[config.mk]
export PLATFORM = sky130hd
export DESIGN_NAME = pc_gen
export DESIGN_NICKNAME = d
export VERILOG_FILES = /design/src/rtl/pc_gen_pkg.sv /design/src/rtl/pc_adder.sv /design/src/rtl/pc_gen.sv
export SDC_FILE = /design/constraint.sdc
export NUM_CORES = 1
export LEC_CHECK = 0
export CAP_MARGIN = 0
export CORE_ASPECT_RATIO = 0.8
export CORE_MARGIN = 5
export CORE_UTILIZATION = 24
export CTS_CLUSTER_SIZE = 8
export DETAILED_ROUTE_END_ITERATION = 10
export SLEW_MARGIN = 15
export SYNTH_ARGS = -nofsm -noshare
export SYNTH_HDL_FRONTEND = slang
export SYNTH_HIERARCHICAL = 1
export SYNTH_SLANG_ARGS = --single-unit
[constraint.sdc]
create_clock -name clk -period 7.8 [get_ports clk]
set_input_delay 1.56 -clock clk [delete_from_list [all_inputs] [get_ports clk]]
set_output_delay 1.56 -clock clk [all_outputs]
set_load 0.02 [all_outputs]
[src/rtl/pc_gen_pkg.sv]
// Shared defaults and state encoding for the program-counter generator.
package pc_gen_pkg;
  localparam int          XLEN_DEF      = 32;
  localparam logic [31:0] RESET_VEC_DEF = 32'h0000_0000;
  localparam logic [31:0] TRAP_VEC_DEF  = 32'h0000_0100;

  typedef enum logic {
    RUN  = 1'b0,
    HOLD = 1'b1
  } pc_state_e;
endpackage

[src/rtl/pc_adder.sv]
// Plain XLEN-wide modulo adder used for both redirect target computations.
module pc_adder #(
  parameter int XLEN = 32
) (
  input  logic [XLEN-1:0] a,
  input  logic [XLEN-1:0] b,
  output logic [XLEN-1:0] sum
);
  assign sum = a + b;
endmodule

[src/rtl/pc_gen.sv]
// Program-counter generator: sequential advance, branch/JALR redirect,
// redirect holding across stalls, and misaligned-target trapping.
//
//   state | meaning
//   RUN   | no redirect outstanding; pc advances or redirects when not stalled
//   HOLD  | a redirect arrived under stall; target kept until stall releases
module pc_gen
  import pc_gen_pkg::*;
#(
  parameter int              XLEN      = XLEN_DEF,
  parameter logic [XLEN-1:0] RESET_VEC = XLEN'(RESET_VEC_DEF),
  parameter logic [XLEN-1:0] TRAP_VEC  = XLEN'(TRAP_VEC_DEF)
) (
  input  logic            clk,
  input  logic            rst,
  input  logic            stall,
  input  logic            take_branch,
  input  logic            jalr,
  input  logic [XLEN-1:0] imm_ext,
  input  logic [XLEN-1:0] rs1_val,
  output logic [XLEN-1:0] pc,
  output logic [XLEN-1:0] pc_plus4,
  output logic [XLEN-1:0] pc_target,
  output logic            redirect_pending,
  output logic            misalign
);

  pc_state_e       state, state_nxt;
  logic [XLEN-1:0] held_tgt, held_tgt_nxt;
  logic [XLEN-1:0] pc_nxt;
  logic [XLEN-1:0] br_sum, jalr_sum;
  logic [XLEN-1:0] load_val;
  logic            load;
  logic            misalign_nxt;
  logic            redirect;

  pc_adder #(.XLEN(XLEN)) u_br_add (
    .a   (pc),
    .b   (imm_ext),
    .sum (br_sum)
  );

  pc_adder #(.XLEN(XLEN)) u_jalr_add (
    .a   (rs1_val),
    .b   (imm_ext),
    .sum (jalr_sum)
  );

  assign pc_plus4         = pc + XLEN'(4);
  assign redirect         = jalr | take_branch;
  assign pc_target        = jalr ? (jalr_sum & ~XLEN'(1)) : br_sum;
  assign redirect_pending = (state == HOLD);

  always_comb begin
    state_nxt    = state;
    held_tgt_nxt = held_tgt;
    load         = 1'b0;
    load_val     = pc_target;
    pc_nxt       = pc;
    misalign_nxt = 1'b0;

    case (state)
      RUN: begin
        if (!stall) begin
          if (redirect) load = 1'b1;
          else          pc_nxt = pc_plus4;
        end else if (redirect) begin
          held_tgt_nxt = pc_target;
          state_nxt    = HOLD;
        end
      end
      HOLD: begin
        if (stall) begin
          if (redirect) held_tgt_nxt = pc_target;
        end else begin
          load      = 1'b1;
          load_val  = redirect ? pc_target : held_tgt;
          state_nxt = RUN;
        end
      end
      default: state_nxt = RUN;
    endcase

    // Alignment is judged on the value actually applied, not when it was held.
    if (load) begin
      misalign_nxt = |load_val[1:0];
      pc_nxt       = misalign_nxt ? TRAP_VEC : load_val;
    end
  end

  always_ff @(posedge clk) begin
    if (rst) begin
      state    <= RUN;
      pc       <= RESET_VEC;
      held_tgt <= '0;
      misalign <= 1'b0;
    end else begin
      state    <= state_nxt;
      pc       <= pc_nxt;
      held_tgt <= held_tgt_nxt;
      misalign <= misalign_nxt;
    end
  end

endmodule

==> flow_summary.yaml <==
floorplanning:
  rows: 57
  die-area_sq_um: 34900
  design.portCount: 167
  die_h_um: 168
  core_area_sq_um: 30600
  fp.dieW_um: 208
  start_util_pct: 24.5
power:
  vdd_drop_max_mv: 0.133
  finalPower_mw: 1.60
  powerDensity_nw_per_um2: 163
  p_leak_nw: 4.02
detailed_routing:
  drt_iter0_drc: 680
  viasPerCell: 5.21
  firstDrtPassIters: 5
  final_antenna_net_count: 0
  vias: 8023
  drt-wirelength-per-cell_um: 19.6
  drc: 0
  totalWireLength_um: 30200
placed_design:
  dpl.hpwl_um: 24100
  io_buffer_count: 166
  place_worst_setup_slack_ns: 1.03
  dpl.cell_count: 1525
  placed_area_sq_um: 9500
  globalplace.congestion: 0.867
synthesis:
  syn_area_sq_um: 7500
  synth_edf_count: 0
  ys_types: 84
  synth_area_leaders: "dfxtp_1 18%, ha_1 11%, xnor2_1 6.0%"
  synth_top_area_share_pct: 17.6
  synth_seq_area_share_pct: 17.6
  yosys_warnings: 6
  ys.flop_type: "dfxtp_1"
  yosysTopAreaCell: "dfxtp_1"
  syn_nets: 1128
  postSynthCellCount: 994
  ys_ff_latch: 66
  syn_avg_cell_area_sq_um: 7.54
  async_flop_share_pct: 0
clock_tree:
  htreeDepth: 3
  cts.path.max_buffers: 2
  clock_latency_ns: 0.34
  ctsHoldBuffers: 0
  cts.sinks: 66
  cts_tree: "yes"
  cts_buffers: 9
  cts_setup_buffers: 0
  root_buffer: "clkbuf_16"
  path_clk_slew_ns: 0.07
  cts_resized: 0
layout:
  post-route-util_pct: 32.0
  finish.instance_area_sq_um: 9810
  diodes: 0
  drive_gt1_share_pct: 6.29
  area_growth_pct: 30.8
  stdcell_count: 1541
  num-fill-cells: 3231
  final_cell_mix: "165 x clkdlybuf4s50_1, 97 x nand2_1, 75 x a21oi_1, 72 x o21ai_0, 66 x dfxtp_1"
  final_common_cell: "clkdlybuf4s50_1"
  nNetsFinal: 1257
sta:
  finalSetupViolCount: 0
  max_slew_margin_pct: 23.5
  setup_tns_ns: 0
  skew_ns: 0.0107
  period_minus_slack_ns: 6.81
  timing_hold_violations_final: 0
  whs_ns: 0.453
  post-route-period-util_pct: 87.3
  worst_slack_ns: 0.991
  clock.fmax_mhz: 147
  worst_slew_pin_slew_ns: 1.14
  rsz0062_at_grt: "false"
  drv_slew: 0
worst_setup_path:
  crit_family: "compound AO/OA/AOI/OAI gates"
  path_cells: "clkdlybuf4s50_1 -> ha_1 -> nand2_1 -> o21ai_0 -> a21oi_1 -> o21ai_0 -> a211oi_1 -> buf_4 -> o31ai_1 -> a21oi_1 -> xnor2_1 -> nand2_1 -> o21ai_0 -> clkdlybuf4s50_1"
  crit_path_top_delay_cell: "clkdlybuf4s50_1"
  timing.critical_path.buf_inv: 3
  required_ns: 6.24
  crit_top_cell: "o21ai_0"
  arrival_ns: 5.25
  worstSetupPathType: "in2out"
  start_kind: "primary input"
  critPathCaptureType: "primary output"
  crit_path_max_incr_delay_ns: 0.69
  path_max_fanout: 5
global_routing:
  grt_start_max_net_pins: 44
  grt_pass1_vias: 7545
  grt_pass1_wl_um: 45900
  grt_overflow: 0
  grtUsageTotal_pct: 16.5
  antenna_found_initial: 0
outcome:
  status: "completed"
hold_path:
  hold_class: "reg2reg"
flow_run:
  maxCapViolations: 0
[worst reg2reg max path, stage by stage, from the launching register on]
cell and delay (ns):
dfxtp_1 0.63, ha_1 0.41, a21oi_1 0.29, o21ai_0 0.16, o311ai_1 0.45, o221ai_1 0.28
nor3b_1 0.24, a21oi_1 0.10, o311ai_1 0.16, mux2i_1 0.19, o21ai_0 0.26, a22oi_1 0.10
a31oi_1 0.20
[registers in the layout (all words and copies together), names as in the netlist]
register and count:
pc 32, held_tgt 32, redirect_pending 1, misalign 1
[cells in the mapped netlist (all sizes together), types with 4 or more instances]
| master | count |
|---|---|
| and2 | 7 |
| and4 | 4 |
| nand3 | 36 |
| a22oi | 5 |
| nor3 | 16 |
| o21bai | 8 |
| clkbuf | 33 |
| nor2 | 59 |
| a21o | 31 |
| o211ai | 21 |
| o22ai | 7 |
| nand2 | 97 |
| xnor2 | 51 |
| inv | 46 |
| a211oi | 9 |
| xor2 | 34 |
| mux2 | 8 |
| a21oi | 75 |
| nor2b | 6 |
| ha | 63 |
| o21a | 7 |
| a221oi | 7 |
| nand2b | 10 |
| nor4 | 9 |
| a31oi | 28 |
| nor3b | 7 |
| mux2i | 29 |
| a22o | 7 |
| or2 | 5 |
| o31ai | 4 |
| or3 | 17 |
| o311ai | 4 |
| nand4 | 25 |
| o21ai | 79 |
| buf | 24 |
| and3 | 10 |
| dfxtp | 66 |
[cells by family (layout without fill, tap and decap cells)]
group | after synthesis | count (layout) | share of synthesized area, %
adders and majority gates | 65 | 65 | 11.0
buffers and inverters | 104 | 238 | 5.74
DFF | 66 | 66 | 17.6
muxes | 37 | 37 | 5.17
AOI/OAI and AO/OA | 322 | 322 | 28.7
and+or+nand+nor | 315 | 315 | 21.8
xor gates and xnor gates | 85 | 85 | 9.93
[report_power, final]
| group | switching (mW) | total, mW | leakage (nW) | internal, mW |
|---|---|---|---|---|
| Sequential | 0.0460 | 0.413 | 0.541 | 0.367 |
| Clock | 0.178 | 0.432 | 0.149 | 0.254 |
| Combinational | 0.431 | 0.758 | 3.33 | 0.327 |
[path summary, 6_finish.rpt]
check                                  from             to  slack, ns  cells past startpoint
worst max-delay path             imm_ext[9]  pc_target[31]       0.99                     14
worst min-delay path            held_tgt[8]    held_tgt[8]       0.45                      2
worst max register to register       pc[15]         pc[30]       4.25                     12
worst min register to register  held_tgt[8]    held_tgt[8]       0.45                      2
[area by class of cell]
class | instances | area [sq um] | area share [%]
clock buffers | 9 | 225 | 2.30
clock inverters | 7 | 83.8 | 0.855
inverters | 47 | 176 | 1.80
multi-input cells | 824 | 5760 | 58.7
flip-flops and latches | 66 | 1320 | 13.5
well taps | 413 | 517 | 5.27
repair buffers | 175 | 1720 | 17.6
[routing by layer]
layer	routed length (um)	vias up	GRT usage, %
li1	-	3929	-
met1	15100	3752	25.1
met2	12700	318	24.4
met3	2100	24	3.16
met4	373	0	2.67
met5	0	-	0
(Power assumes the default switching activity.)
